==> src/rtl/game_sequencer.sv <==
// Note-memory game: plays each level's note pattern on the LEDs, then checks the
// player's key presses note by note, advancing through four levels to a win or a loss.
module game_sequencer #(
    parameter int unsigned NOTE_TICKS    = 25000000,
    parameter int unsigned GAP_TICKS     = 12500000,
    parameter int unsigned WIN_TICKS     = 50000000,
    parameter int unsigned TIMEOUT_TICKS = 250000000
) (
    input  logic       clk,
    input  logic       reset,
    input  logic       start,
    input  logic [3:0] keys,
    output logic [3:0] led_out,
    output logic [3:0] state,
    output logic [1:0] level,
    output logic [7:0] score,
    output logic       game_won,
    output logic       game_lost
);

    typedef enum logic [3:0] {
        S_IDLE         = 4'd0,
        S_LOAD         = 4'd1,
        S_PLAY_NOTE    = 4'd2,
        S_PLAY_GAP     = 4'd3,
        S_WAIT_KEY     = 4'd4,
        S_CHECK        = 4'd5,
        S_WAIT_RELEASE = 4'd6,
        S_LEVEL_DONE   = 4'd7,
        S_WON          = 4'd8,
        S_LOST         = 4'd9
    } state_e;

    localparam logic [31:0] NOTE_LAST    = NOTE_TICKS - 32'd1;
    localparam logic [31:0] GAP_LAST     = GAP_TICKS - 32'd1;
    localparam logic [31:0] WIN_LAST     = WIN_TICKS - 32'd1;
    localparam logic [31:0] TIMEOUT_LAST = TIMEOUT_TICKS - 32'd1;

    state_e      state_q, state_d;
    logic [1:0]  level_q, level_d;
    logic [7:0]  score_q, score_d;
    logic [2:0]  index_q, index_d;
    logic [31:0] timer_q, timer_d;
    logic [3:0]  cap_q, cap_d;
    logic [3:0]  prev_keys_q;

    logic [2:0]  level_len;
    logic [3:0]  cur_note;
    logic        press;

    function automatic logic [3:0] rom_note(input logic [1:0] lvl, input logic [1:0] idx);
        logic [3:0] n;
        case ({lvl, idx})
            4'b00_00: n = 4'b0001;
            4'b00_01: n = 4'b0010;
            4'b00_10: n = 4'b0100;
            4'b00_11: n = 4'b1000;
            4'b01_00: n = 4'b0001;
            4'b01_01: n = 4'b0010;
            4'b01_10: n = 4'b0010;
            4'b01_11: n = 4'b0001;
            4'b10_00: n = 4'b0100;
            4'b10_01: n = 4'b0010;
            4'b10_10: n = 4'b0001;
            4'b10_11: n = 4'b0100;
            4'b11_00: n = 4'b1000;
            4'b11_01: n = 4'b0100;
            4'b11_10: n = 4'b0001;
            default:  n = 4'b0000;
        endcase
        return n;
    endfunction

    assign level_len = (level_q == 2'd3) ? 3'd3 : 3'd4;
    assign cur_note  = rom_note(level_q, index_q[1:0]);
    // A press is a rising edge of "any key down", so a key held across states never counts.
    assign press     = (keys != 4'b0000) && (prev_keys_q == 4'b0000);

    always_comb begin
        state_d = state_q;
        level_d = level_q;
        score_d = score_q;
        index_d = index_q;
        timer_d = timer_q;
        cap_d   = cap_q;
        led_out = 4'b0000;
        case (state_q)
            S_IDLE: begin
                if (start) begin
                    state_d = S_LOAD;
                    level_d = 2'd0;
                    score_d = 8'd0;
                end
            end
            S_LOAD: begin
                index_d = 3'd0;
                timer_d = 32'd0;
                state_d = S_PLAY_NOTE;
            end
            S_PLAY_NOTE: begin
                led_out = cur_note;
                if (timer_q == NOTE_LAST) begin
                    timer_d = 32'd0;
                    state_d = S_PLAY_GAP;
                end else begin
                    timer_d = timer_q + 32'd1;
                end
            end
            S_PLAY_GAP: begin
                if (timer_q == GAP_LAST) begin
                    timer_d = 32'd0;
                    if (index_q < level_len - 3'd1) begin
                        index_d = index_q + 3'd1;
                        state_d = S_PLAY_NOTE;
                    end else begin
                        index_d = 3'd0;
                        state_d = S_WAIT_KEY;
                    end
                end else begin
                    timer_d = timer_q + 32'd1;
                end
            end
            S_WAIT_KEY: begin
                led_out = keys;
                if (press) begin
                    cap_d   = keys;
                    timer_d = 32'd0;
                    state_d = S_CHECK;
                end else if (timer_q == TIMEOUT_LAST) begin
                    timer_d = 32'd0;
                    state_d = S_LOST;
                end else begin
                    timer_d = timer_q + 32'd1;
                end
            end
            S_CHECK: begin
                led_out = cap_q;
                if (cap_q != cur_note) begin
                    state_d = S_LOST;
                end else begin
                    index_d = index_q + 3'd1;
                    if (score_q != 8'hFF) score_d = score_q + 8'd1;
                    state_d = S_WAIT_RELEASE;
                end
            end
            S_WAIT_RELEASE: begin
                led_out = keys;
                if (keys == 4'b0000) begin
                    timer_d = 32'd0;
                    state_d = (index_q == level_len) ? S_LEVEL_DONE : S_WAIT_KEY;
                end
            end
            S_LEVEL_DONE: begin
                led_out = 4'b1111;
                if (timer_q == WIN_LAST) begin
                    timer_d = 32'd0;
                    if (level_q == 2'd3) begin
                        state_d = S_WON;
                    end else begin
                        level_d = level_q + 2'd1;
                        state_d = S_LOAD;
                    end
                end else begin
                    timer_d = timer_q + 32'd1;
                end
            end
            S_WON, S_LOST: begin
                led_out = (state_q == S_WON) ? 4'b1111 : 4'b0000;
                if (start) begin
                    state_d = S_LOAD;
                    level_d = 2'd0;
                    score_d = 8'd0;
                end
            end
            default: state_d = S_IDLE;
        endcase
    end

    always_ff @(posedge clk or negedge reset) begin
        if (!reset) begin
            state_q     <= S_IDLE;
            level_q     <= 2'd0;
            score_q     <= 8'd0;
            index_q     <= 3'd0;
            timer_q     <= 32'd0;
            cap_q       <= 4'd0;
            prev_keys_q <= 4'd0;
        end else begin
            state_q     <= state_d;
            level_q     <= level_d;
            score_q     <= score_d;
            index_q     <= index_d;
            timer_q     <= timer_d;
            cap_q       <= cap_d;
            prev_keys_q <= keys;
        end
    end

    // The end-of-game flags are just the terminal states, so they clear when start leaves them.
    assign state     = state_q;
    assign level     = level_q;
    assign score     = score_q;
    assign game_won  = (state_q == S_WON);
    assign game_lost = (state_q == S_LOST);

endmodule

==> config.mk <==
export PLATFORM = sky130hd
export DESIGN_NAME = game_sequencer
export DESIGN_NICKNAME = d
export VERILOG_FILES = /design/src/rtl/game_sequencer.sv
export SDC_FILE = /design/constraint.sdc
export NUM_CORES = 1
export LEC_CHECK = 0
export CORE_AREA = 5 5 78 116
export CTS_BUF_LIST = sky130_fd_sc_hd__clkbuf_4
export CTS_CLUSTER_SIZE = 30
export DETAILED_ROUTE_END_ITERATION = 16
export DIE_AREA = 0 0 83 121
export HOLD_SLACK_MARGIN = 0.08
export SYNTH_ARGS = -nofsm -noshare
export SYNTH_HDL_FRONTEND = slang
export SYNTH_SLANG_ARGS = --single-unit
==> constraint.sdc <==
create_clock -name clk -period 5.8 [get_ports clk]
set_input_delay 0.58 -clock clk [delete_from_list [all_inputs] [get_ports clk]]
set_output_delay 0.58 -clock clk [all_outputs]
set_load 0.02 [all_outputs]
==> results <==
- The placeable core region is 0.00791 mm².
- The tightest min-delay check is of the primary input to async pin type.
- The final clock period utilization by the worst path is 0.642.
- The count of H-tree levels built during CTS is 3.
- In the final layout, the share of cells above drive strength 1 is 0.0962.
- The critical path is of the register to register type.
- The number of buffers created by CTS is 9.
- The total vias in the final route is 3,092.
- In this run, post-CTS repair resized a total of 0 instances.
- The number of buffer cells added on primary ports is 26.
- The critical path's slowest cell is sky130_fd_sc_hd__nor2_1.
- Setup repair after global routing left no endpoint under its margin.
- The later pin in the worst-skew pair is clocked with a latency of ~0.43 ns.
- The library cells used most frequently in the layout, excluding fill and tap cells, are sky130_fd_sc_hd__dfrtp_1, sky130_fd_sc_hd__nor2_1, sky130_fd_sc_hd__nand2_1, sky130_fd_sc_hd__nand3_1, sky130_fd_sc_hd__o21ai_0.
- In this run the post-CTS setup repair buffer count came out at 0.
- The number of antenna repair diodes is 0.
- Along the worst path, the maximum fanout reaches 24.
- Data on the critical path arrives at its endpoint at approximately 4 ns.
- Setup violations remaining at the end of the flow were counted as 0.
- The worst register-to-register path ends at timer_q[24].
- Of the total synthesized cell area, the portion taken by XOR and XNOR cells is 0.0403.
- The via count of the first global-routing pass came to slightly above 3,000.
- The initial antenna violation count is 0.
- The area fraction in compound gates after synthesis is 0.167.
- The net count after synthesis is around 410.
- The number of vias per cell is just under 6.
- The final design instance area without fill is 0.00399 mm².
- The required time at the worst-slack endpoint is between 6 and 7 ns.
- The cell row count is 40.
- In this run, distinct cell masters in the synthesized netlist total 58.
- The height of the chip is 121 µm.
- The clock transition time at the flip-flop clock pins of the worst setup and hold paths is 0.11 ns.
- The worst hold-check slack is 0.254 ns.
- The per-instance average area after synthesis is just under 9 µm².
- The flow ran to the end, and the final reports show no timing, DRC or antenna violations.
- After detailed placement, the total cell area comes to 0.00381 mm².
- The hold buffer count at cts is 0.
- Across all setup checks in the final design, the least slack found is 2.07 ns.
- In the synthesized netlist the async set-or-reset flop fraction comes to 1.00.
- The largest single stage delay on the critical path is 0.96 ns.
- Measured along the x axis, the die boundary spans 83 µm.
- The worst ir drop on vdd is between 200 and 250 µV.
- For this design the static power due to leakage is ~1.7 nW.
- The endpoint kind of the worst setup timing path is a register.
- The routed length on met3 is 362 µm.
- The final-report hold violation count is 0.
- At the placement stage, the worst setup path has a slack of 2.03 ns.
- The number of max-slew violations in the final report is 0.
- The largest family of logic cells by synthesized area is simple AND/OR/NAND/NOR gates.
- The synthesized design contains 0 enable-type register cells.
- The met2 wire length is approximately 4700 µm.
- After synthesis the cells add up to about 0.0035 mm².
- Of the total synthesized cell area, the portion taken by full adders, half adders and majority gates is 0.0288.
- After detailed routing, the total wire length is 8830 µm.
- The initial cell density of the core is 0.440.
- The average wire per cell in the routed design is 16.6 µm.
- CTS saw 57 sinks.
- For this run, the total global-route usage over all layers was measured as 0.187.
- For this block, wires on met1 add up to 3620 µm.
- Leaving out fill and tap cells, the most frequent cell in the layout is sky130_fd_sc_hd__dfrtp_1.
- Counting cells, the worst reg-to-reg path comes to 7.
- The synthesis-to-finish area growth is 14.6%.
- The worst reg-to-reg setup slack is about 2.1 ns.
- The clock arrives with approximately 0.018 ns of skew.
- The max-capacitance violation count is 0.
- The final net count is 436.
- The number of DRC violations after detailed routing is 0.
- The fmax is 268 MHz.
- The overflow left after global routing is 0.
- The critical path goes through or4_1 > nor4_1 > nand4_1 > a41oi_1 > nand3_1 > nor2_1 > nor2_1.
- Measured against its own limit, the worst slew margin works out to 0.377.
- The global-route wire length before repair is 15,200 µm.
- The cell repeated most along the worst path is sky130_fd_sc_hd__nor2_1.
- At the end of routability-driven placement, the weighted congestion stood at ~0.86.
- The worst register-to-register path begins at timer_q[9].
- The leading register cell type out of synthesis is sky130_fd_sc_hd__dfrtp_1.
- After synthesis the netlist holds a flip-flop and latch count of 57.
- The post-layout minimum cycle time is 3.73 ns.
- The number of buffers between clock root and the deepest sink is 2.
- The die area is around 0.010 mm².
- The endpoint of the most critical setup path is timer_q[24].
- The power density over the cells is ~420 mW/mm².
- The TritonCTS clock tree is done.
- The number of I/O pins is 27.
- In this run the remaining antenna-violating nets after routing total 0.
- Entering global routing, the biggest net connects between 50 and 60 pins.
- The sequential element share of the synthesized area is 0.410.
- The Yosys warning count is 0.
- The number of optimization iterations in the first detailed-route pass is 4.
- The critical path startpoint category is a register.
- After synthesis, the share of cell area in mux cells is 0.0288.
- The fraction of the mapped netlist area in simple logic gates is 0.289.
- The DRC marker count from the first detailed-route iteration is 176.
- Signal routing reaches up to met4.
- The actual slew at the worst max-slew pin is between 0.9 and 1 ns.
- The CTS root buffer is sky130_fd_sc_hd__clkbuf_4.
- The critical path starts at timer_q[9].
- The total negative slack for setup checks is 0 ns.
- The half-perimeter wire length after detailed placement is between 6000 and 7000 µm.
- Synthesis produced a netlist whose cell count is 396.
state kept, by name (all words and copies together) (netlist names):
| register | flops |
|---|---|
| state | 4 |
| level | 2 |
| prev_keys_q | 4 |
| index_q | 3 |
| score | 8 |
| timer_q | 32 |
| cap_q | 4 |
cell type report:
| cell class | count | area [µm²] |
|---|---|---|
| Inverter | 14 | 52.6 |
| Clock buffer | 10 | 75.1 |
| Fill cell | 799 | 3920 |
| Timing Repair Buffer | 28 | 270 |
| Clock inverter | 6 | 106 |
| Sequential cell | 57 | 1430 |
| Tap cell | 105 | 131 |
| Multi-Input combinational cell | 311 | 1930 |
cell families after synthesis:
group	Yosys count
xor+xnor	16
compound gates	82
fa+ha+maj	8
flops	57
buf+inv	28
mux	9
simple gates	196
critical path: cells and delay by family (launching register included):
family           cells  cell delay, ns
flip-flops           1            0.49
AND/OR/NAND/NOR      6            2.81
AO/OA/AOI/OAI        1            0.27
per-stage QoR:
stage                      util  instances  total power [mW]
after floorplan               -        396              1.09
after global placement    0.481        515              1.31
after detailed placement  0.481        515              1.32
after CTS                 0.504        531              1.71
after global routing      0.504        531              1.81
final                     0.504        531              1.69
Yosys cell counts (3+ instances only):
master / number / share of area
sky130_fd_sc_hd__nor3_1: 14 / 0.020
sky130_fd_sc_hd__a41oi_1: 3 / 0.0075
sky130_fd_sc_hd__a21o_1: 3 / 0.0065
sky130_fd_sc_hd__a221o_1: 4 / 0.012
sky130_fd_sc_hd__nand2b_1: 9 / 0.016
sky130_fd_sc_hd__o211ai_1: 3 / 0.0065
sky130_fd_sc_hd__clkbuf_1: 7 / 0.0075
sky130_fd_sc_hd__a22o_1: 6 / 0.015
sky130_fd_sc_hd__buf_2: 5 / 0.0072
sky130_fd_sc_hd__o21ai_0: 26 / 0.037
sky130_fd_sc_hd__nand3_1: 27 / 0.039
sky130_fd_sc_hd__nor2b_1: 4 / 0.0072
sky130_fd_sc_hd__or4_1: 3 / 0.0065
sky130_fd_sc_hd__nand4_1: 8 / 0.014
sky130_fd_sc_hd__inv_1: 13 / 0.014
sky130_fd_sc_hd__nor4_1: 9 / 0.016
sky130_fd_sc_hd__a31oi_1: 5 / 0.0090
sky130_fd_sc_hd__nand2_1: 36 / 0.039
sky130_fd_sc_hd__o31ai_1: 5 / 0.011
sky130_fd_sc_hd__ha_1: 8 / 0.029
sky130_fd_sc_hd__dfrtp_1: 57 / 0.41
sky130_fd_sc_hd__xnor2_1: 13 / 0.033
sky130_fd_sc_hd__and3_1: 14 / 0.025
sky130_fd_sc_hd__nor2_1: 53 / 0.057
sky130_fd_sc_hd__xor2_1: 3 / 0.0075
sky130_fd_sc_hd__o221ai_1: 5 / 0.013
sky130_fd_sc_hd__mux2_2: 8 / 0.026
sky130_fd_sc_hd__a21oi_1: 9 / 0.013
metal layers:
layer	track usage	up-vias
met1	0.208	1493
met4	0.0746	0
met3	0.0516	16
met5	0	-
met2	0.335	78
li1	-	1505
how the worst min path moves through the flow:
stage,to,slack (ns),depth (start not counted)
finish,cap_q[1],0.25,2
global route,cap_q[1],0.34,2
CTS,cap_q[1],0.30,2
detailed placement,score[7],0.49,1
global placement,timer_q[0],0.48,1
floorplan,cap_q[0],0.28,0
power by group:
part	total, mW	switching, mW	internal [mW]
logic	0.777	0.464	0.313
registers	0.536	0.0903	0.446
clock network	0.380	0.159	0.221
No activity file was read; power rests on OpenSTA's default activity.
